`src/rtl/mem_port_arbiter_pkg.sv`:
```
// mem_port_arbiter_pkg: state/owner encodings and counter width for the memory port arbiter.
package mem_port_arbiter_pkg;
  localparam int CNT_W = 3;
  typedef enum logic {ARB_IDLE, ARB_ACC} arb_state_e;
  typedef enum logic {OWN_IF, OWN_D} owner_e;
endpackage

```
`src/rtl/mem_port_arbiter.sv`:
```
// mem_port_arbiter: shares one single-port synchronous memory between instruction fetch
// and data access, one fixed-latency access at a time with a one-cycle ack.
module mem_port_arbiter
  import mem_port_arbiter_pkg::*;
#(
  parameter int WAIT_CYCLES = 1,
  parameter int STARVE_MAX  = 3
) (
  input  logic        clk,
  input  logic        rst_n,
  input  logic        if_req,
  input  logic [15:0] if_addr,
  output logic [15:0] if_rdata,
  output logic        if_ack,
  input  logic        d_req,
  input  logic        d_we,
  input  logic [15:0] d_addr,
  input  logic [15:0] d_wdata,
  output logic [15:0] d_rdata,
  output logic        d_ack,
  output logic        mem_en,
  output logic        mem_we,
  output logic [15:0] mem_addr,
  output logic [15:0] mem_wdata,
  input  logic [15:0] mem_rdata,
  output logic        stall_f,
  output logic        stall_m
);
  arb_state_e       r_state, w_state_nx;
  owner_e           r_owner, w_win;
  logic [CNT_W-1:0] r_cnt, r_starve;
  logic             w_ack, w_grant;

  // Data is older in the pipeline, so it wins unless fetch has been starved long enough.
  function automatic owner_e pick_owner(input logic f_req, input logic m_req,
                                        input logic [CNT_W-1:0] starve);
    return (m_req && !(f_req && starve == CNT_W'(STARVE_MAX))) ? OWN_D : OWN_IF;
  endfunction

  always_comb begin
    w_ack      = (r_state == ARB_ACC) && (r_cnt == '0);
    w_grant    = ((r_state == ARB_IDLE) || w_ack) && (if_req || d_req);
    w_win      = pick_owner(if_req, d_req, r_starve);
    w_state_nx = w_grant ? ARB_ACC : w_ack ? ARB_IDLE : r_state;
    if_ack     = w_ack && (r_owner == OWN_IF);
    d_ack      = w_ack && (r_owner == OWN_D);
    if_rdata   = mem_rdata;
    d_rdata    = mem_rdata;
    stall_f    = if_req && !if_ack;
    stall_m    = d_req && !d_ack;
  end

  always_ff @(posedge clk or negedge rst_n)
    if (!rst_n) r_state <= ARB_IDLE;
    else        r_state <= w_state_nx;

  always_ff @(posedge clk or negedge rst_n) begin
    if (!rst_n) begin
      mem_en    <= 1'b0;
      mem_we    <= 1'b0;
      mem_addr  <= '0;
      mem_wdata <= '0;
      r_cnt     <= '0;
      r_owner   <= OWN_IF;
    end else if (w_grant) begin
      mem_en    <= 1'b1;
      mem_we    <= (w_win == OWN_D) && d_we;
      mem_addr  <= (w_win == OWN_D) ? d_addr : if_addr;
      mem_wdata <= (w_win == OWN_D) ? d_wdata : '0;
      r_cnt     <= CNT_W'(WAIT_CYCLES);
      r_owner   <= w_win;
    end else begin
      mem_we <= 1'b0;
      if (w_ack) mem_en <= 1'b0;
      else if (r_state == ARB_ACC) r_cnt <= r_cnt - CNT_W'(1);
    end
  end

  // Counts data grants that bypassed a waiting fetch; any cycle without a fetch request clears it.
  always_ff @(posedge clk or negedge rst_n) begin
    if (!rst_n) r_starve <= '0;
    else if (!if_req) r_starve <= '0;
    else if (w_grant)
      r_starve <= (w_win == OWN_IF) ? '0 :
                  (r_starve == CNT_W'(STARVE_MAX)) ? r_starve : r_starve + CNT_W'(1);
  end
endmodule

```
`config.mk`:
```
export PLATFORM = sky130hd
export DESIGN_NAME = mem_port_arbiter
export DESIGN_NICKNAME = d
export VERILOG_FILES = /design/src/rtl/mem_port_arbiter_pkg.sv /design/src/rtl/mem_port_arbiter.sv
export SDC_FILE = /design/constraint.sdc
export NUM_CORES = 1
export LEC_CHECK = 0
export BUFFER_PORTS_ARGS = -buffer_cell sky130_fd_sc_hd__buf_2
export CAP_MARGIN = 30
export CORE_MARGIN = 1
export CORE_UTILIZATION = 42
export CTS_CLUSTER_SIZE = 28
export DETAILED_ROUTE_END_ITERATION = 12
export HOLD_SLACK_MARGIN = 0.03
export PLACE_DENSITY = 0.86
export SYNTH_ARGS = -nofsm -noshare
export SYNTH_HDL_FRONTEND = slang
export SYNTH_SLANG_ARGS = --single-unit
```
`constraint.sdc`:
```
create_clock -name clk -period 2.01 [get_ports clk]
set_input_delay 0.1005 -clock clk [delete_from_list [all_inputs] [get_ports clk]]
set_output_delay 0.1005 -clock clk [all_outputs]
set_load 0.03 [all_outputs]
```
; ---- Word level (Yosys, flattened, before mapping)
; Index checks and enable logic that the tools add are counted.
[totals]
reg_bits = 41
output_inout_bits = 70
input_bits = 69
wordCells = 47
[classes]
n_bitwise = 2
n_mux = 13
reduce_logical = 19
n_addsub = 2
n_eq_ne = 4
[op_table]
columns = cell, n
row1 = 16-bit two-way mux, 2
row2 = 3-bit two-way mux, 7
row3 = 1-bit logical AND, 9
row4 = 1-bit two-way mux, 4
row5 = 2-bit by 1-bit != test with 1-bit output (second input constant), 2
row6 = 2-bit AND reduction, 2
row7 = 2-bit nonzero test, 2
row8 = 3-bit by 1-bit adder with 3-bit output (second input constant), 1
row9 = 3-bit by 2-bit equality test with 1-bit output (second input constant), 1
row10 = 1-bit zero test, 3
row11 = 3-bit zero test, 1
row12 = 3-bit != test (second input constant), 1
row13 = 3-bit by 1-bit subtractor with 3-bit output (second input constant), 1
row14 = 1-bit logical OR, 2
row15 = 1-bit NOT, 2

; ---- Depth between registers and ports, before layout
; Gate-level depths: netlist (run 1).
[depth]
depth_word = 8
depth_mapped = 7
mapped_depth_nobuf = 5

; ---- Least setup slack after synthesis (run 1)
; Ideal clock, no wire load.
[synth_path]
kind = register -> output
from = register, netlist name mem_en
to = output port stall_f
n_path_buf = 1
setup_slack_ns = -0.038
required_ns = 1.910
path_stages_with_launch = 5
t_arrival_ns = 1.948
cell_sequence = dfrtp_1 -> buf_4 -> inv_1 -> nor3_1 -> nor2_1
[synth_rtl]
columns = element, line_no
row1 = end: declaration, mem_port_arbiter.sv:26  ; output logic stall_f,

; ---- Final worst setup path (run 1)
[layout_path]
from = register r_cnt[0]
to = output port stall_f
[layout_between]
elab_chain_cells = 5
[layout_lines]
columns = element, line_no
row1 = start: declaration, mem_port_arbiter.sv:31  ; logic [CNT_W-1:0] r_cnt, r_starve;
row2 = start signal: assignment, mem_port_arbiter.sv:70  ; r_cnt <= CNT_W'(WAIT_CYCLES);
row3 = start signal: assignment, mem_port_arbiter.sv:75  ; else if (r_state == ARB_ACC) r_cnt <= r_cnt - CNT_W'(1);
row4 = 3-bit zero test, mem_port_arbiter.sv:41  ; w_ack = (r_state == ARB_ACC) && (r_cnt == '0);
row5 = 1-bit logical AND, mem_port_arbiter.sv:41
row6 = 1-bit logical AND, mem_port_arbiter.sv:45  ; if_ack = w_ack && (r_owner == OWN_IF);
row7 = 1-bit zero test, mem_port_arbiter.sv:49  ; stall_f = if_req && !if_ack;
row8 = 1-bit logical AND, mem_port_arbiter.sv:49
; Every way passes these cells.

==> results of run 1 <==
## flip-flops by register name, indices dropped and copies added, names as in the netlist
register and flops:
mem_addr 16, mem_wdata 16, r_cnt 3, r_starve 3, mem_en 1, mem_we 1
r_owner 1
## kinds of logic after synthesis
logic type | share of synthesized area [%]
flip-flops | 49.6
AND/OR/NAND/NOR | 3.69
adder cells (fa/ha/maj) | 2.42
buffers and inverters | 17.0
AO/OA/AOI/OAI | 27.2
## final cells by class
cell class / count / share of cell area (%)
timing repair buffer: 110 / 24.5
clock buffer: 7 / 3.34
inverter: 7 / 1.02
sequential: 41 / 39.7
multi-input combinational: 84 / 27.0
clock inverter: 1 / 1.16
tap: 67 / 3.25
## metal layers
metal / global-route usage [%] / wire length [um] / up-vias / share of wire (%)
met5: 0 / 0 / - / 0
met4: 6.97 / 58 / 0 / 1.2
met3: 5.00 / 248 / 10 / 5.2
met2: 30.8 / 2440 / 48 / 51
met1: 24.8 / 2000 / 808 / 42
li1: - / - / 774 / -
## critical path: stages (launching register included)
cell      delay, ps
dfrtp_1         380
inv_1           130
ha_1            210
nand2b_1        250
nor3_2          240
nor2_1           60
buf_2           200
## cells in the final DEF (no fill, tap or decap), types with 2 or more instances in the layout
cell,instances
clkbuf_8,6
o32ai_1,16
ha_1,4
dlygate4sd3_1,13
dfrtp_1,41
a2bb2oi_1,16
a21oi_4,2
buf_2,90
inv_1,7
buf_4,7
o211ai_1,6
a22o_1,16
nor2_1,2
a21oi_1,3
nand3_1,3
nor2b_1,2
nand2_1,3
## path summary, 6_finish.rpt
path	end	slack (ps)	depth (start not counted)	startpoint
min	mem_wdata[14]	40	2	d_wdata[14]
min reg2reg	mem_wdata[12]	500	1	mem_wdata[12]
max in group asynchronous	r_cnt[1]	1060	3	rst_n
max	stall_f	160	6	r_cnt[0]
max reg2reg	mem_wdata[1]	240	5	r_cnt[0]
min in group asynchronous	mem_wdata[12]	300	2	rst_n
## report_power, final
group	internal (mW)	total, mW	switching [mW]
clock	0.405	0.671	0.267
combinational	0.735	1.99	1.25
sequential	1.17	1.36	0.186
total	2.31	4.02	1.71
## timing repair
item | 4_1_cts | 5_1_grt
setup endpoints to repair | 0 | 1
hold buffers | 13 | 0
hold endpoints to repair | 31 | 0
resized for setup | 0 | 1
## per-stage QoR
step           area [um^2]  hold WS (ps)  instances  setup slack [ps]  total power, mW
5_1_grt               2580          37.0        317              39.9             4.24
3_5_place_dp          2330          80.7        296               266             3.34
3_3_place_gp          2330          69.0        296               345             3.27
4_1_cts               2580          34.8        317              98.7             4.04
2_1_floorplan         2070          -195        177               288             2.89
6_report              2580          41.2        317               161             4.02
==> results_dict.tcl, run 1 <==
set metrics [dict create \
    status "complete, no violations" \
    yosysSeqAreaShare_pct 49.6 \
    async_flop_share_pct 100 \
    h-tree-depth 2 \
    tns_ps 0 \
    tritoncts "done" \
    grt_setup_unrepaired "no" \
    yosysMostFrequentCell "dfrtp_1" \
    nNetsFinal 322 \
    cp_data_required_time_ps 1910 \
    hpwlAfterDp_mm 3.35 \
    post-cts-setup-buffer-count 0 \
    hold_violations 0 \
    clk_pin_slew_ps 70 \
    die_y_um 72.2 \
    gp_congestion 0.745 \
    synth.area.top_cells "dfrtp_1 (50%), buf_4 (13%), a22o_1 (6.8%), a2bb2oi_1 (6.8%), o32ai_1 (6.8%)" \
    wl_mm 4.75 \
    initial_core_util_pct 43.8 \
    overflow 0 \
    grt_pass1_wl_mm 7.67 \
    coreArea_um2 4720 \
    yosys.area.top_type "dfrtp_1" \
    cts_root_buf "clkbuf_8" \
    grt_pass1_vias 1637 \
    register_area_um2 1030 \
    antenna_found_initial 0 \
    start_kind "register" \
    power_density_nw_per_um2 1550 \
    tightest_slew_ps 581 \
    via_per_inst 5.17 \
    crit_arrival_ps 1750 \
    slew_viol_final 0 \
    end_kind "primary output" \
    yosys_warnings 0 \
    finalSetupViolCount 0 \
    synth-seq-cells 41 \
    period_share_pct 92.0 \
    cts_sinks 41 \
    synth_edf_count 0 \
    dieArea_um2 5210 \
    routedWlPerCell_um 15.0 \
    drcViolationCount 0 \
    ir_drop_mv 0.765 \
    syn_area_um2 2070 \
    worstSetupPathType "reg2out" \
    die_w_um 72.2 \
    detail-route-antenna-nets 0 \
    grt.total_usage_pct 19.1 \
    via_count 1640 \
    diodes 0 \
    grt_start_max_net_pins 23 \
    cap_violations 0 \
    rows 25 \
    synthCells 177 \
    layout_min_cycle_time_ps 1850 \
    multiInputGateArea_um2 697 \
    max_freq_ghz 0.541 \
    crit_fanout 7 \
    drtIter0Drc 55 \
    fin_util_pct 54.7 \
    min_path_type "in2reg" \
    tritoncts.num_buffers 5 \
    max_slew_margin_pct 61.2 \
    postSynthAreaPerCell_um2 11.7 \
    ys_types 27 \
    drive_gt1_share_pct 43.6 \
    portBuffers 90 \
    clock_latency_ps 290 \
    synth.top_cell.area_share_pct 49.6 \
    synth_nets 250 \
    io_pins 139 \
    cts_buffer_depth 2 \
    synth_top_cells_by_count "dfrtp_1 (41), buf_4 (36), a22o_1 (16), a2bb2oi_1 (16), o32ai_1 (16)" \
    finClkSkew_ps 5.05 \
    areaGrowthSynthToFinish_pct 24.9 \
    drtPass1Iterations 4 \
    fillers 420 \
    synth_ff_type "dfrtp_1" \
    leakage_nw 1.28 \
]
Note: power is estimated with default switching activity, not from simulation.
==> inputs of run 2 (changes only) <==
Clock period 2.01 ns to 1.9 ns, I/O delays scaled along.
==> run 2 against run 1 <==
Power is 2.4% higher. Register-to-register slack worse by 70 ps. Via count is 1.5% higher. Non-clock buffer count stayed put. Critical path depth is 1 lower. First-iteration DRC count is 22% higher. Combinational power is 6% higher. Wire length is 0.91% higher. Worst setup slack better by 7.0 ps. Clock-buffer cell count stayed put. Worst hold slack better by 4.4 ps. Cell count is 0.32% lower. Highest routed layer unchanged.
==> results_dict.tcl, run 2 (synthesized netlist as in run 1, its figures left out) <==
set metrics [dict create \
    via_per_inst 5.27 \
    drive_gt1_share_pct 43.8 \
    layoutNonFillerInstCount 316 \
    crit_fanout 18 \
    use_met2_pct 29.1 \
    grt.total_usage_pct 19.2 \
    cts_buffer_depth 2 \
    rr_worst_depth 5 \
    cp_data_required_time_ps 2120 \
    top_regs "mem_addr (16), mem_wdata (16)" \
    ff2ff_setup_slack_ps 170 \
    via_count 1664 \
    detail-route-antenna-nets 0 \
    max_slew_margin_pct 57.9 \
    crit_arrival_ps 1950 \
    areaGrowthSynthToFinish_pct 23.9 \
    dieArea_um2 5210 \
    hpwlAfterDp_mm 3.37 \
    initial_core_util_pct 43.8 \
    final_cell_mix "buf_2 (90), dfrtp_1 (41), a22o_1 (16), o32ai_1 (16), a2bb2oi_1 (16)" \
    worstSetupPathType "reg2reg" \
    die_y_um 72.2 \
    cts_root_buf "clkbuf_8" \
    end_kind "register" \
    rows 25 \
    leakage_nw 1.27 \
    period_share_pct 91.2 \
    post-cts-setup-buffer-count 0 \
    nNetsFinal 322 \
    drtIter0Drc 67 \
    clock_latency_ps 280 \
    portBuffers 90 \
    clk_pin_slew_ps 70 \
    cap_violations 0 \
    tightest_slew_ps 631 \
    grt_start_max_net_pins 25 \
    fillers 428 \
    start_kind "register" \
    grt_setup_unrepaired "no" \
    tritoncts.num_buffers 5 \
    drcViolationCount 0 \
    final_common_cell "buf_2" \
    finalSetupViolCount 0 \
    power_density_nw_per_um2 1610 \
    grt_pass1_vias 1611 \
    top_usage_layer "met2" \
    gp_congestion 0.725 \
    hold_depth 2 \
    overflow 0 \
    io_pins 139 \
    layout_min_cycle_time_ps 1730 \
    coreArea_um2 4720 \
    antenna_found_initial 0 \
    slew_viol_final 0 \
    finClkSkew_ps 2.20 \
    grtUsageMet3_pct 5.00 \
    status "complete, no violations" \
    max_freq_ghz 0.577 \
    wl_mm 4.79 \
    routedWlPerCell_um 15.2 \
    drtPass1Iterations 4 \
    tritoncts "done" \
    h-tree-depth 2 \
    hold_violations 0 \
    gr-usage-met1_pct 25.9 \
    grt_pass1_wl_mm 7.74 \
    diodes 0 \
    tns_ps 0 \
    cts_sinks 41 \
    die_w_um 72.2 \
    place_inst 296 \
    ir_drop_mv 0.744 \
    min_path_type "in2reg" \
]
run 2: repair_timing:
action,4_1_cts,5_1_grt
resized for setup,0,3
hold endpoints to repair,28,1
endpoints found under the setup margin,0,10
hold buffers,12,1
run 2: worst max-delay path, stage by stage (launching register included):
cell     delay [ps]
dfrtp_1         400
ha_1            210
ha_1            190
a21bo_1         240
a21oi_4         400
a22o_1          230
run 2: metrics by stage:
stage	util, %	hold slack (ps)	instance area, um^2	worst slack [ps]	total power, mW
4_1_cts	53.8	30.3	2540	29.8	4.11
2_1_floorplan	-	-201	2070	184	3.06
3_5_place_dp	49.4	44.4	2330	132	3.52
6_report	54.2	45.6	2560	168	4.11
5_1_grt	54.2	38.6	2560	29.5	4.36
3_3_place_gp	49.4	41.3	2330	185	3.46
run 2: routing by layer:
metal  up-vias  part of all wire (%)
li1        770                     -
met1       830                    44
met2        51                    49
met3        13                   5.5
met4         0                   2.0
met5         -                     0
run 2: final cells by class:
class | instances | area, um^2 | share of cell area [%]
Sequential cell | 41 | 1030 | 40.1
Inverter | 7 | 26.3 | 1.03
Tap cell | 67 | 83.8 | 3.27
Clock buffer | 7 | 86.3 | 3.37
Multi-Input combinational cell | 84 | 704 | 27.5
Timing Repair Buffer | 110 | 633 | 24.7
run 2: worst paths after layout:
kind                               start            end
max in group asynchronous          rst_n        r_owner
hold reg to reg            mem_wdata[11]  mem_wdata[11]
setup / recovery             r_starve[0]  mem_wdata[13]
setup reg to reg             r_starve[0]  mem_wdata[13]
min in group asynchronous          rst_n    mem_addr[2]
hold / removal               d_wdata[14]  mem_wdata[14]
run 2: where the power goes:
group	total (mW)	internal (mW)	switching, mW
Clock	0.559	0.288	0.271
Sequential	1.45	1.24	0.208
Combinational	2.11	0.788	1.32
==> inputs of run 3 (changes only) <==
Settings changed: CORE_UTILIZATION 42 to 38, PLACE_DENSITY 0.86 to 0.82.
Clock period 1.9 ns to 1.47 ns, I/O delays scaled along.
==> run 3 against run 2 <==
Core utilization grew 2.1 points. Sequential share of layout area down 4.8 points. Clock power increased by 31%. The flow now finishes with violations (negative setup slack). Worst hold slack improved by 35 ps. Clock-buffer cell count decreased by 1. Worst setup slack got worse by 270 ps.
==> results_dict.tcl, run 3 (synthesized netlist as in run 1, its figures left out) <==
set metrics [dict create \
    status "finished with violations" \
    violations "negative setup slack" \
    layout_min_cycle_time_ps 1570 \
    cp_top_family "flip-flops" \
    clk_pin_slew_ps 80 \
    tritoncts "done" \
    io_pins 139 \
    tns_ps -740 \
    swShare_pct 43.2 \
    start_kind "register" \
    register_area_um2 1030 \
    grt_setup_unrepaired "yes" \
    p_sw_mw 2.57 \
    worstSetupPathType "reg2out" \
    finalSetupViolCount 28 \
    wl_mm 5.53 \
    wl_met3_um 485 \
    drtPass1Iterations 4 \
    grt.total_usage_pct 20.4 \
    cts_root_buf "clkbuf_8" \
    via_count 1754 \
    cts_buffer_depth 2 \
    dieArea_um2 5740 \
    max_slew_margin_pct 58.1 \
    grt_start_max_net_pins 24 \
    final_cell_mix "buf_2 (86), dfrtp_1 (40), dlygate4sd3_1 (18)" \
    finClkSkew_ps 5.33 \
    top_layer "met4" \
    areaGrowthSynthToFinish_pct 41.0 \
    coreArea_um2 5170 \
    slew_viol_final 0 \
    min_path_type "in2reg" \
    ir_drop_mv 1.31 \
    period_share_pct 107 \
    diodes 0 \
    grt_pass1_wl_mm 8.55 \
    initial_core_util_pct 40.0 \
    die_y_um 75.8 \
    drtIter0Drc 72 \
    routedWlPerCell_um 16.2 \
    place_inst 307 \
    leakage_nw 1.39 \
    top_regs "mem_addr (16), mem_wdata (16)" \
    fillers 430 \
    rows 26 \
    h-tree-depth 2 \
    overflow 0 \
    detail-route-antenna-nets 0 \
    tightest_slew_ps 628 \
    layoutNonFillerInstCount 342 \
    p_comb_share_pct 55.9 \
    portBuffers 90 \
    hold_violations 0 \
    path_buf_inv 3 \
    cpMaxStageDelayCell "dfrtp_1" \
    grt_pass1_vias 1761 \
    via_per_inst 5.13 \
    clock_latency_ps 290 \
    cts_sinks 41 \
    power_density_nw_per_um2 2050 \
    hold_depth 3 \
    design_area_um2 2910 \
    multiInputGateArea_um2 772 \
    internal_power_mw 3.39 \
    antenna_found_initial 0 \
    end_kind "primary output" \
    nNetsFinal 344 \
    drcViolationCount 0 \
    wl_met1_mm 2.28 \
    cap_violations 0 \
    tritoncts.num_buffers 5 \
    clockPowerShare_pct 12.3 \
    crit_arrival_ps 1500 \
    crit_fanout 3 \
    dpl_cell_area_um2 2480 \
    cp_data_required_time_ps 1400 \
    worst_hold_slack_ps 80.9 \
    die_w_um 75.8 \
    gp_congestion 0.751 \
    drive_gt1_share_pct 50.7 \
    crit_cells 7 \
    max_freq_ghz 0.636 \
    max_stage_delay_ps 400 \
    routed-wl-met2_mm 2.67 \
    final_common_cell "buf_2" \
    crit_path_cell_trace "inv_2, ha_4, nand2b_4, buf_6, nor3_4, nor2_1, buf_4" \
    hpwlAfterDp_mm 3.66 \
    worst_slack_ps -102 \
    power_frac_seq_pct 31.8 \
    rr_worst_depth 6 \
]
## run 3: cell types whose count changed in the layout (fill, tap and decap cells not counted), sizes merged
cell / change
buf: +17
clkbuf: -1
clkinvlp: +3
dlygate4sd3: +5
inv: -1
## run 3: path summary, 6_finish.rpt
kind                               start  slack [ps]            end
max in group asynchronous          rst_n         700   mem_addr[15]
min                            d_addr[3]          80    mem_addr[3]
min reg2reg                mem_wdata[11]         510  mem_wdata[11]
max                             r_cnt[0]        -100        stall_f
min in group asynchronous          rst_n         300       r_cnt[0]
max reg2reg                  r_starve[1]         -30   mem_wdata[8]
## run 3: what timing repair did
action                                  in CTS  in global routing
resized for setup                           17                  8
hold buffers                                18                  0
hold endpoints to repair                    35                  0
gates cloned                                 0                  0
buffers inserted                             5                  4
endpoints found under the setup margin      39                 43
pin swaps                                    5                  7
## run 3: area by class of cell
cell class | instances | share of cell area, %
flip-flops and latches | 41 | 35.3
multi-input cells | 84 | 26.5
repair buffers | 132 | 31.2
clock inverters | 2 | 0.515
well taps | 70 | 3.01
clock buffers | 6 | 2.49
inverters | 7 | 1.03
## run 3: worst min-delay path, delay by kind of cell
family	cells	cell delay (ps)
compound gates	2	170
buf+inv	1	100
## run 3: stage by stage
| stage | power [mW] | setup slack [ps] | util [%] |
|---|---|---|---|
| 3_5_place_dp | 4.78 | -155 | 48.0 |
| 2_1_floorplan | 3.99 | -61.9 | - |
| 4_1_cts | 5.84 | -89.1 | 55.2 |
| 5_1_grt | 6.28 | -179 | 56.3 |
| 6_report | 5.96 | -102 | 56.3 |
| 3_3_place_gp | 4.70 | -53.8 | 48.0 |
## run 3: power by group through the flow
stage | Combinational [mW] | Sequential (mW) | Clock [mW]
floorplan | 1.35 | 2.64 | 0
finish | 3.33 | 1.89 | 0.734
global placement | 2.83 | 1.87 | 0
global route | 3.54 | 1.95 | 0.799
CTS | 3.21 | 1.88 | 0.754
detailed placement | 2.92 | 1.86 | 0
## run 3: routing by layer
metal	GRT usage [%]	vias to the layer above
li1	-	817
met1	24.9	840
met2	33.2	87
met3	6.48	10
met4	9.05	0
met5	0	-
